===== config.mk =====
export PLATFORM = sky130hd
export DESIGN_NAME = pc_unit_flat
export DESIGN_NICKNAME = d
export VERILOG_FILES = /design/src/rtl/pc_pkg.sv /design/src/rtl/pc_if.sv /design/src/rtl/pc_next_mux.sv /design/src/rtl/pc_unit.sv /design/src/flat_wrapper.sv
export SDC_FILE = /design/constraint.sdc
export NUM_CORES = 1
export LEC_CHECK = 0
export ABC_AREA = 1
export CORE_MARGIN = 4
export CORE_UTILIZATION = 43
export CTS_BUF_LIST = sky130_fd_sc_hd__clkbuf_4
export CTS_CLUSTER_SIZE = 16
export DETAILED_ROUTE_END_ITERATION = 8
export GPL_ROUTABILITY_DRIVEN = 0
export PLACE_DENSITY = 0.92
export SLEW_MARGIN = 20
export SYNTH_ARGS = -nofsm -noshare
export SYNTH_HDL_FRONTEND = slang
export SYNTH_SLANG_ARGS = --single-unit
export TNS_END_PERCENT = 30

===== constraint.sdc =====
create_clock -name clk -period 1.9 [get_ports clk]
set_input_delay 0.38 -clock clk [delete_from_list [all_inputs] [get_ports clk]]
set_output_delay 0.38 -clock clk [all_outputs]
set_load 0.02 [all_outputs]

===== src/rtl/pc_pkg.sv =====
// pc_pkg: shared constants and types for the MIPS program-counter unit.
// Next-PC select codes, FSM state type and default vectors.
package pc_pkg;

  localparam logic [2:0] PCSRC_ALURES = 3'd0;
  localparam logic [2:0] PCSRC_ALUOUT = 3'd1;
  localparam logic [2:0] PCSRC_JUMP   = 3'd2;
  localparam logic [2:0] PCSRC_JR     = 3'd3;
  localparam logic [2:0] PCSRC_EXC    = 3'd4;

  localparam logic [31:0] RESET_VEC_DEF = 32'h0040_0000;
  localparam logic [31:0] EXC_VEC_DEF   = 32'h8000_0180;

  typedef enum logic {
    NORMAL,
    FAULT
  } pc_state_t;

endpackage


===== src/rtl/pc_if.sv =====
// pc_if: control/datapath bundle between the main FSM and the PC unit.
// master = control side, slave = pc_unit.
interface pc_if #(
  parameter int WIDTH = 32
);

  logic [WIDTH-1:0] AluRes;
  logic [WIDTH-1:0] AluOut;
  logic [WIDTH-1:0] RegA;
  logic [27:0]      Shift;
  logic [2:0]       PCSrc;
  logic             PCWrite;
  logic             PCWriteCond;
  logic             Zero;
  logic             BranchNe;
  logic             Exception;
  logic [WIDTH-1:0] PC;
  logic [WIDTH-1:0] EPC;
  logic             AddrFault;
  logic [WIDTH-1:0] BadAddr;

  modport master (
    output AluRes, AluOut, RegA, Shift, PCSrc,
    output PCWrite, PCWriteCond, Zero, BranchNe,
    output Exception,
    input  PC, EPC, AddrFault, BadAddr
  );

  modport slave (
    input  AluRes, AluOut, RegA, Shift, PCSrc,
    input  PCWrite, PCWriteCond, Zero, BranchNe,
    input  Exception,
    output PC, EPC, AddrFault, BadAddr
  );

endinterface


===== src/rtl/pc_next_mux.sv =====
// pc_next_mux: combinational next-PC target select.
// Reserved select codes yield an all-ones target that always faults.
module pc_next_mux
  import pc_pkg::*;
#(
  parameter int               WIDTH   = 32,
  parameter logic [WIDTH-1:0] EXC_VEC = EXC_VEC_DEF[WIDTH-1:0]
) (
  input  logic [2:0]       pc_src,
  input  logic [WIDTH-1:0] alu_res,
  input  logic [WIDTH-1:0] alu_out,
  input  logic [WIDTH-1:0] reg_a,
  input  logic [27:0]      shift,
  input  logic [WIDTH-1:0] pc,
  output logic [WIDTH-1:0] target,
  output logic             misaligned
);

  logic rsv;

  always_comb begin
    target = '1;
    rsv    = 1'b0;
    case (pc_src)
      PCSRC_ALURES: target = alu_res;
      PCSRC_ALUOUT: target = alu_out;
      PCSRC_JUMP:   target = {pc[WIDTH-1:28], shift};
      PCSRC_JR:     target = reg_a;
      PCSRC_EXC:    target = EXC_VEC;
      default: begin
        target = '1;
        rsv    = 1'b1;
      end
    endcase
  end

  assign misaligned = rsv | (|target[1:0]);

endmodule


===== src/rtl/pc_unit.sv =====
// pc_unit: PC/EPC registers, branch take logic and one-cycle
// address-fault sequence for the multicycle MIPS datapath.
module pc_unit
  import pc_pkg::*;
#(
  parameter int               WIDTH     = 32,
  parameter logic [WIDTH-1:0] RESET_VEC = RESET_VEC_DEF[WIDTH-1:0],
  parameter logic [WIDTH-1:0] EXC_VEC   = EXC_VEC_DEF[WIDTH-1:0]
) (
  input logic clk,
  input logic reset,
  pc_if.slave bus
);

  pc_state_t        state;
  logic [WIDTH-1:0] pc;
  logic [WIDTH-1:0] epc;
  logic [WIDTH-1:0] bad;
  logic             fault;
  logic [WIDTH-1:0] target;
  logic             misaligned;
  logic             take;

  pc_next_mux #(
    .WIDTH   (WIDTH),
    .EXC_VEC (EXC_VEC)
  ) u_mux (
    .pc_src     (bus.PCSrc),
    .alu_res    (bus.AluRes),
    .alu_out    (bus.AluOut),
    .reg_a      (bus.RegA),
    .shift      (bus.Shift),
    .pc         (pc),
    .target     (target),
    .misaligned (misaligned)
  );

  assign take = bus.PCWrite
              | (bus.PCWriteCond & (bus.Zero ^ bus.BranchNe));

  always_ff @(posedge clk) begin
    if (reset) begin
      state <= NORMAL;
      pc    <= RESET_VEC;
      epc   <= '0;
      bad   <= '0;
      fault <= 1'b0;
    end else begin
      unique case (state)
        NORMAL: begin
          if (bus.Exception) begin
            pc  <= EXC_VEC;
            epc <= pc;
          end else if (take && !misaligned) begin
            pc <= target;
          end else if (take) begin
            bad   <= target;
            fault <= 1'b1;
            state <= FAULT;
          end
        end
        FAULT: begin
          pc    <= EXC_VEC;
          epc   <= pc;
          fault <= 1'b0;
          state <= NORMAL;
        end
      endcase
    end
  end

  assign bus.PC        = pc;
  assign bus.EPC       = epc;
  assign bus.AddrFault = fault;
  assign bus.BadAddr   = bad;

endmodule


===== src/flat_wrapper.sv =====
// flat-port wrapper written by rule: the top's interface ports become plain ports
module pc_unit_flat import pc_pkg::*;
#(
  parameter int               WIDTH     = 32,
  parameter logic [WIDTH-1:0] RESET_VEC = RESET_VEC_DEF[WIDTH-1:0],
  parameter logic [WIDTH-1:0] EXC_VEC   = EXC_VEC_DEF[WIDTH-1:0]
)
  (clk, reset, bus_AluRes, bus_AluOut, bus_RegA, bus_Shift, bus_PCSrc, bus_PCWrite, bus_PCWriteCond, bus_Zero, bus_BranchNe, bus_Exception, bus_PC, bus_EPC, bus_AddrFault, bus_BadAddr);
  pc_if #(.WIDTH(WIDTH)) bus_i ();
  input logic clk;
  input logic reset;
  input wire logic [$bits(bus_i.AluRes)-1:0] bus_AluRes;
  input wire logic [$bits(bus_i.AluOut)-1:0] bus_AluOut;
  input wire logic [$bits(bus_i.RegA)-1:0] bus_RegA;
  input wire logic [$bits(bus_i.Shift)-1:0] bus_Shift;
  input wire logic [$bits(bus_i.PCSrc)-1:0] bus_PCSrc;
  input wire logic [$bits(bus_i.PCWrite)-1:0] bus_PCWrite;
  input wire logic [$bits(bus_i.PCWriteCond)-1:0] bus_PCWriteCond;
  input wire logic [$bits(bus_i.Zero)-1:0] bus_Zero;
  input wire logic [$bits(bus_i.BranchNe)-1:0] bus_BranchNe;
  input wire logic [$bits(bus_i.Exception)-1:0] bus_Exception;
  output wire logic [$bits(bus_i.PC)-1:0] bus_PC;
  output wire logic [$bits(bus_i.EPC)-1:0] bus_EPC;
  output wire logic [$bits(bus_i.AddrFault)-1:0] bus_AddrFault;
  output wire logic [$bits(bus_i.BadAddr)-1:0] bus_BadAddr;
  assign bus_i.AluRes = bus_AluRes;
  assign bus_i.AluOut = bus_AluOut;
  assign bus_i.RegA = bus_RegA;
  assign bus_i.Shift = bus_Shift;
  assign bus_i.PCSrc = bus_PCSrc;
  assign bus_i.PCWrite = bus_PCWrite;
  assign bus_i.PCWriteCond = bus_PCWriteCond;
  assign bus_i.Zero = bus_Zero;
  assign bus_i.BranchNe = bus_BranchNe;
  assign bus_i.Exception = bus_Exception;
  assign bus_PC = bus_i.PC;
  assign bus_EPC = bus_i.EPC;
  assign bus_AddrFault = bus_i.AddrFault;
  assign bus_BadAddr = bus_i.BadAddr;
  pc_unit #(.WIDTH(WIDTH), .RESET_VEC(RESET_VEC), .EXC_VEC(EXC_VEC)) u_core (.clk(clk), .reset(reset), .bus(bus_i));
endmodule

==> results.json, run 1 <==
{
  "outcome": "finished, final reports clean",
  "synthArstFlopShare": 0,
  "power_density_mw_per_mm2": 628,
  "arrival_ns": 1.50,
  "cp_max_fo": 3,
  "fill_cells": 886,
  "core_mm2": 0.0110,
  "grt_pass1_wl_mm": 28.5,
  "synth.most_common_cell": "nand2_1",
  "pwr-share-clk": 0.206,
  "pwr-share-seq": 0.458,
  "worstPathRequired_ns": 1.52,
  "syn_nets": 917,
  "drt-total-wl_mm": 19.4,
  "ff_latch_area_mm2": 0.00196,
  "setup_viol": 0,
  "die_area_mm2": 0.0133,
  "cts_buffer_depth": 2,
  "met1_usage": 0.317,
  "drt-vias-per-instance": 5.16,
  "cts_tree": "done",
  "r2r_slack_ns": 0.36,
  "fp.dieW_um": 115,
  "synth_ff_type": "dfxtp_1",
  "ys_top_cells_by_area": "dfxtp_1 40%, nand2_1 15%, nor2_1 12%, inv_1 6.1%, nand3_1 5.5%",
  "n_antenna_cell": 0,
  "h-tree-depth": 3,
  "path_depth": 1,
  "slew_headroom": 0.559,
  "synth_seq_cells": 98,
  "post_drt_wl_per_cell_um": 16.4,
  "start_kind": "register",
  "postCtsHoldBufs": 0,
  "synth_enable_flop_cells": 0,
  "p_leak_nw": 3.99,
  "drt_pass1_iterations": 5,
  "cts.clk_slew.worst_paths_ns": 0.16,
  "synth_seq_area_share": 0.398,
  "crit_buf_inv": 1,
  "port_buffers": 230,
  "track_usage": 0.276,
  "p_comb_frac": 0.335,
  "finalInstanceArea_mm2": 0.00798,
  "use_met2": 0.498,
  "max_cap_viol_count": 0,
  "final_nets": 1168,
  "post-route-min-period_ns": 1.88,
  "clockRootBuffer": "clkbuf_4",
  "max_freq_ghz": 0.533,
  "synth_warnings": 0,
  "layout-drive-gt1-share": 0.0934,
  "multi_input_area_mm2": 0.00250,
  "grt_max_degree": 32,
  "dp_cells": 1157,
  "crit_path_cell_trace": "clkdlybuf4s50_1",
  "vdd_drop_max_mv": 0.435,
  "area_growth_pct": 61.8,
  "avgSynthCellArea_um2": 6.30,
  "grt.met3_usage": 0.0737,
  "setup_tns_ns": 0,
  "rr_worst_depth": 6,
  "drc": 0,
  "overflow": 0,
  "busiest_layer": "met2",
  "vias": 6081,
  "cts_buffers": 9,
  "finalCoreUtilization": 0.724,
  "fin_crit_sh": 0.988,
  "boundaryPins": 231,
  "hp-class": "reg -> reg",
  "hold_depth": 2,
  "grt_pass1_vias": 5683,
  "crit_family": "buffers and inverters",
  "dpl.hpwl_mm": 15.0,
  "die_y_um": 115,
  "ant_nets": 0,
  "grt_antenna_before_repair": 1,
  "synth_top_area_frac": 0.398,
  "rsz0062_at_grt": "false",
  "setup.worst_path.end_class": "output pin",
  "tightest_slew_ns": 0.658,
  "power.switching_mw": 1.73,
  "syn_area_mm2": 0.00493,
  "layout_setup_ws_ns": 0.0230,
  "p_int_mw": 3.29,
  "whs_ns": 0.489,
  "ys_types": 27,
  "clock-sinks": 98,
  "critical_path_class": "reg -> out",
  "p_sw_frac": 0.344,
  "synth.largest_area_cell": "dfxtp_1",
  "fin_skew_ns": 0.0115,
  "place_ws_ns": -0.648,
  "place_area_mm2": 0.00767,
  "yosys-top-cells-count": "198 x nand2_1, 164 x nor2_1, 98 x dfxtp_1, 80 x inv_1, 54 x nand3_1",
  "slew_viol_final": 0,
  "hold_viol": 0,
  "netlist_instances": 783,
  "num_rows": 38,
  "first_iter_violations": 586,
  "instances_no_fill": 1179,
  "start_util": 0.447,
  "insertion_delay_ns": 0.45,
  "slowest_stage": "clkdlybuf4s50_1",
  "finalPower_mw": 5.02,
  "cp_slowest_stage_delay_ns": 0.63
}
## cell type report
class	count	area share
clock inverters	7	0.00643
multi-input cells	553	0.313
inverters	82	0.0389
clock buffers	9	0.00846
repair buffers	290	0.366
well taps	140	0.0219
flip-flops and latches	98	0.246
## power by group through the flow
| stage | combinational [mW] | sequential, mW | clock [mW] |
|---|---|---|---|
| 3_3_place_gp | 1.59 | 2.34 | 0 |
| 5_1_grt | 1.80 | 2.31 | 1.12 |
| 6_report | 1.68 | 2.30 | 1.04 |
| 4_1_cts | 1.66 | 2.30 | 1.03 |
| 3_5_place_dp | 1.62 | 2.34 | 0 |
| 2_1_floorplan | 0.585 | 2.50 | 0 |
## timing repair
action | in CTS | in global routing
pin swaps | 0 | 1
gates resized for setup | 17 | 27
setup buffers | 2 | 1
cloned | 1 | 2
endpoints found under the setup margin | 65 | 61
endpoints found under the hold margin | 0 | 0
## placed cells by master, fill, tap and decap left out, types with 2 or more instances in the layout
cell type / count
dfxtp_1: 98
nor2_4: 6
a21oi_1: 20
dlymetal6s2s_1: 22
a22o_1: 3
a211oi_1: 2
inv_2: 2
nor2_2: 2
nand3_1: 53
nor3_1: 12
nand2_1: 198
dlygate4sd2_1: 4
nand4_1: 35
buf_4: 49
inv_6: 4
buf_12: 7
buf_6: 2
clkbuf_4: 9
o21ai_0: 48
a21boi_0: 2
clkdlybuf4s50_1: 204
nand2_4: 2
nor2_1: 158
inv_1: 79
or2_2: 2
## layer usage
layer	routed length, um	up-vias	share of wire
met2	9530	350	0.49
met3	2050	55	0.11
met4	595	2	0.031
li1	-	2969	-
met1	7170	2705	0.37
met5	13	-	0.00067
## registers in the layout, indices dropped and copies added, names as in the netlist
name	flops
u_core.bus.BadAddr	32
u_core.bus.EPC	32
u_core.state	1
u_core.bus.AddrFault	1
u_core.bus.PC	32
## path summary, 6_finish.rpt
kind                           from                end
setup reg to reg       u_core.state  u_core.bus.PC[23]
setup / recovery  u_core.bus.PC[18]         bus_PC[18]
hold reg to reg    u_core.bus.PC[7]  u_core.bus.EPC[7]
hold / removal     u_core.bus.PC[7]  u_core.bus.EPC[7]
## logic make-up after synthesis
| kind of cell | after synthesis | share of synthesized area |
|---|---|---|
| AO/OA/AOI/OAI | 79 | 0.0867 |
| buffers and inverters | 133 | 0.115 |
| flip-flops | 98 | 0.398 |
| AND/OR/NAND/NOR | 473 | 0.401 |
No activity file was read; power rests on OpenSTA's default activity.
==> run 2, diff against run 1 <==
--- a/config.mk
+++ b/config.mk
@@ -13,6 +13,7 @@
 export DETAILED_ROUTE_END_ITERATION = 8
 export GPL_ROUTABILITY_DRIVEN = 0
 export PLACE_DENSITY = 0.92
+export REMOVE_ABC_BUFFERS = 1
 export SLEW_MARGIN = 20
 export SYNTH_ARGS = -nofsm -noshare
 export SYNTH_HDL_FRONTEND = slang
==> run 2 against run 1 <==
Via count shrank 3.9%; power shrank 0.71%; sequential power is essentially flat; fmax grew 1.6%; first-iteration DRC count shrank 39%; combinational power shrank 5%; critical path type unchanged; largest cell class unchanged; largest power group unchanged.
==> results.json, run 2 (synthesized netlist as in run 1, its figures left out) <==
{
  "die_area_mm2": 0.0133,
  "slowest_stage": "clkdlybuf4s50_1",
  "postCtsSetupRepairBufs": 0,
  "cts_tree": "done",
  "outcome": "finished, final reports clean",
  "clockRootBuffer": "clkbuf_4",
  "vdd_drop_max_mv": 0.319,
  "whs_ns": 0.480,
  "post-route-min-period_ns": 1.85,
  "cts_buffers": 9,
  "dpl.hpwl_mm": 13.6,
  "vias": 5842,
  "layout-drive-gt1-share": 0.0762,
  "grt_max_degree": 43,
  "num_rows": 38,
  "insertion_delay_ns": 0.43,
  "final_cell_mix": "220 x clkdlybuf4s50_1, 198 x nand2_1, 160 x nor2_1",
  "cp_slowest_stage_delay_ns": 0.64,
  "setup_viol": 0,
  "fin_skew_ns": 0.0196,
  "worstPathRequired_ns": 1.52,
  "max_freq_ghz": 0.541,
  "p_int_mw": 3.38,
  "overflow": 0,
  "start_util": 0.447,
  "drt-vias-per-instance": 5.02,
  "start_kind": "register",
  "cts_buffer_depth": 2,
  "grt_antenna_before_repair": 0,
  "pwr-share-seq": 0.459,
  "post_drt_wl_per_cell_um": 15.2,
  "power_density_mw_per_mm2": 638,
  "pwr-share-clk": 0.221,
  "max_cap_viol_count": 0,
  "ant_nets": 0,
  "p_comb_frac": 0.320,
  "tightest_slew_ns": 0.338,
  "setup.worst_path.end_class": "output pin",
  "h-tree-depth": 3,
  "layout_setup_ws_ns": 0.0527,
  "p_sw_frac": 0.321,
  "finalPower_mw": 4.98,
  "slew_viol_final": 0,
  "multi_input_area_mm2": 0.00245,
  "mostFrequentLayoutCell": "clkdlybuf4s50_1",
  "area_growth_pct": 58.1,
  "fill_cells": 909,
  "hp-class": "reg -> reg",
  "p_leak_nw": 3.65,
  "fp.dieW_um": 115,
  "clock-sinks": 98,
  "die_y_um": 115,
  "drc": 0,
  "fin_crit_sh": 0.972,
  "hold_viol": 0,
  "track_usage": 0.259,
  "place_ws_ns": -0.449,
  "crit_family": "buffers and inverters",
  "boundaryPins": 231,
  "n_antenna_cell": 0,
  "grt_pass1_vias": 5608,
  "crit_path_cell_trace": "clkdlybuf4s50_1",
  "first_iter_violations": 357,
  "port_buffers": 230,
  "setup_tns_ns": 0,
  "ff_latch_area_mm2": 0.00196,
  "critical_path_class": "reg -> out",
  "power.switching_mw": 1.60,
  "cts.clk_slew.worst_paths_ns": 0.15,
  "drt-total-wl_mm": 17.7,
  "cp_max_fo": 3,
  "final_nets": 1153,
  "drt_pass1_iterations": 5,
  "arrival_ns": 1.47,
  "core_mm2": 0.0110,
  "grt_pass1_wl_mm": 27.4,
  "slew_headroom": 0.775,
  "crit_buf_inv": 1
}
[run 2: per-stage QoR]
stage | cells | area [um^2] | util
2_1_floorplan | 732 | 4680 | -
3_3_place_gp | 1148 | 7610 | 0.690
3_5_place_dp | 1148 | 7610 | 0.690
4_1_cts | 1164 | 7740 | 0.702
5_1_grt | 1164 | 7800 | 0.707
6_report | 1164 | 7800 | 0.707
[run 2: power by group through the flow]
stage                     clock network (mW)  logic, mW  registers, mW
after floorplan                            0      0.521           2.50
after global placement                     0       1.55           2.33
after detailed placement                   0       1.58           2.33
after CTS                               1.13       1.59           2.29
after global routing                    1.20       1.73           2.31
final                                   1.10       1.59           2.29
[run 2: path summary, 6_finish.rpt]
| path | startpoint | to | slack, ns | cells past startpoint |
|---|---|---|---|---|
| worst max-delay path | u_core.bus.PC[5] | bus_PC[5] | 0.05 | 1 |
| worst min-delay path | u_core.bus.PC[1] | u_core.bus.PC[1] | 0.48 | 2 |
| worst max register to register | u_core.state | u_core.bus.PC[28] | 0.43 | 7 |
| worst min register to register | u_core.bus.PC[1] | u_core.bus.PC[1] | 0.48 | 2 |
[run 2: what timing repair did]
action / in CTS / in global routing
pin swaps: 0 / 2
hold buffers: 0 / 0
endpoints found under the setup margin: 1 / 69
cloned: 0 / 0
gates resized for setup: 1 / 19
[run 2: metal layers]
metal	vias to the layer above	part of all wire	track usage
met5	-	0	0
met4	0	0.022	0.0845
met3	29	0.088	0.0589
met2	232	0.50	0.480
met1	2650	0.39	0.292
li1	2931	-	-
[run 2: area by class of cell]
cell class,instances,area share
timing repair buffer,276,0.356
multi-input combinational,552,0.314
sequential,98,0.251
inverter,82,0.0394
tap,140,0.0224
clock buffer,10,0.00962
clock inverter,6,0.00738
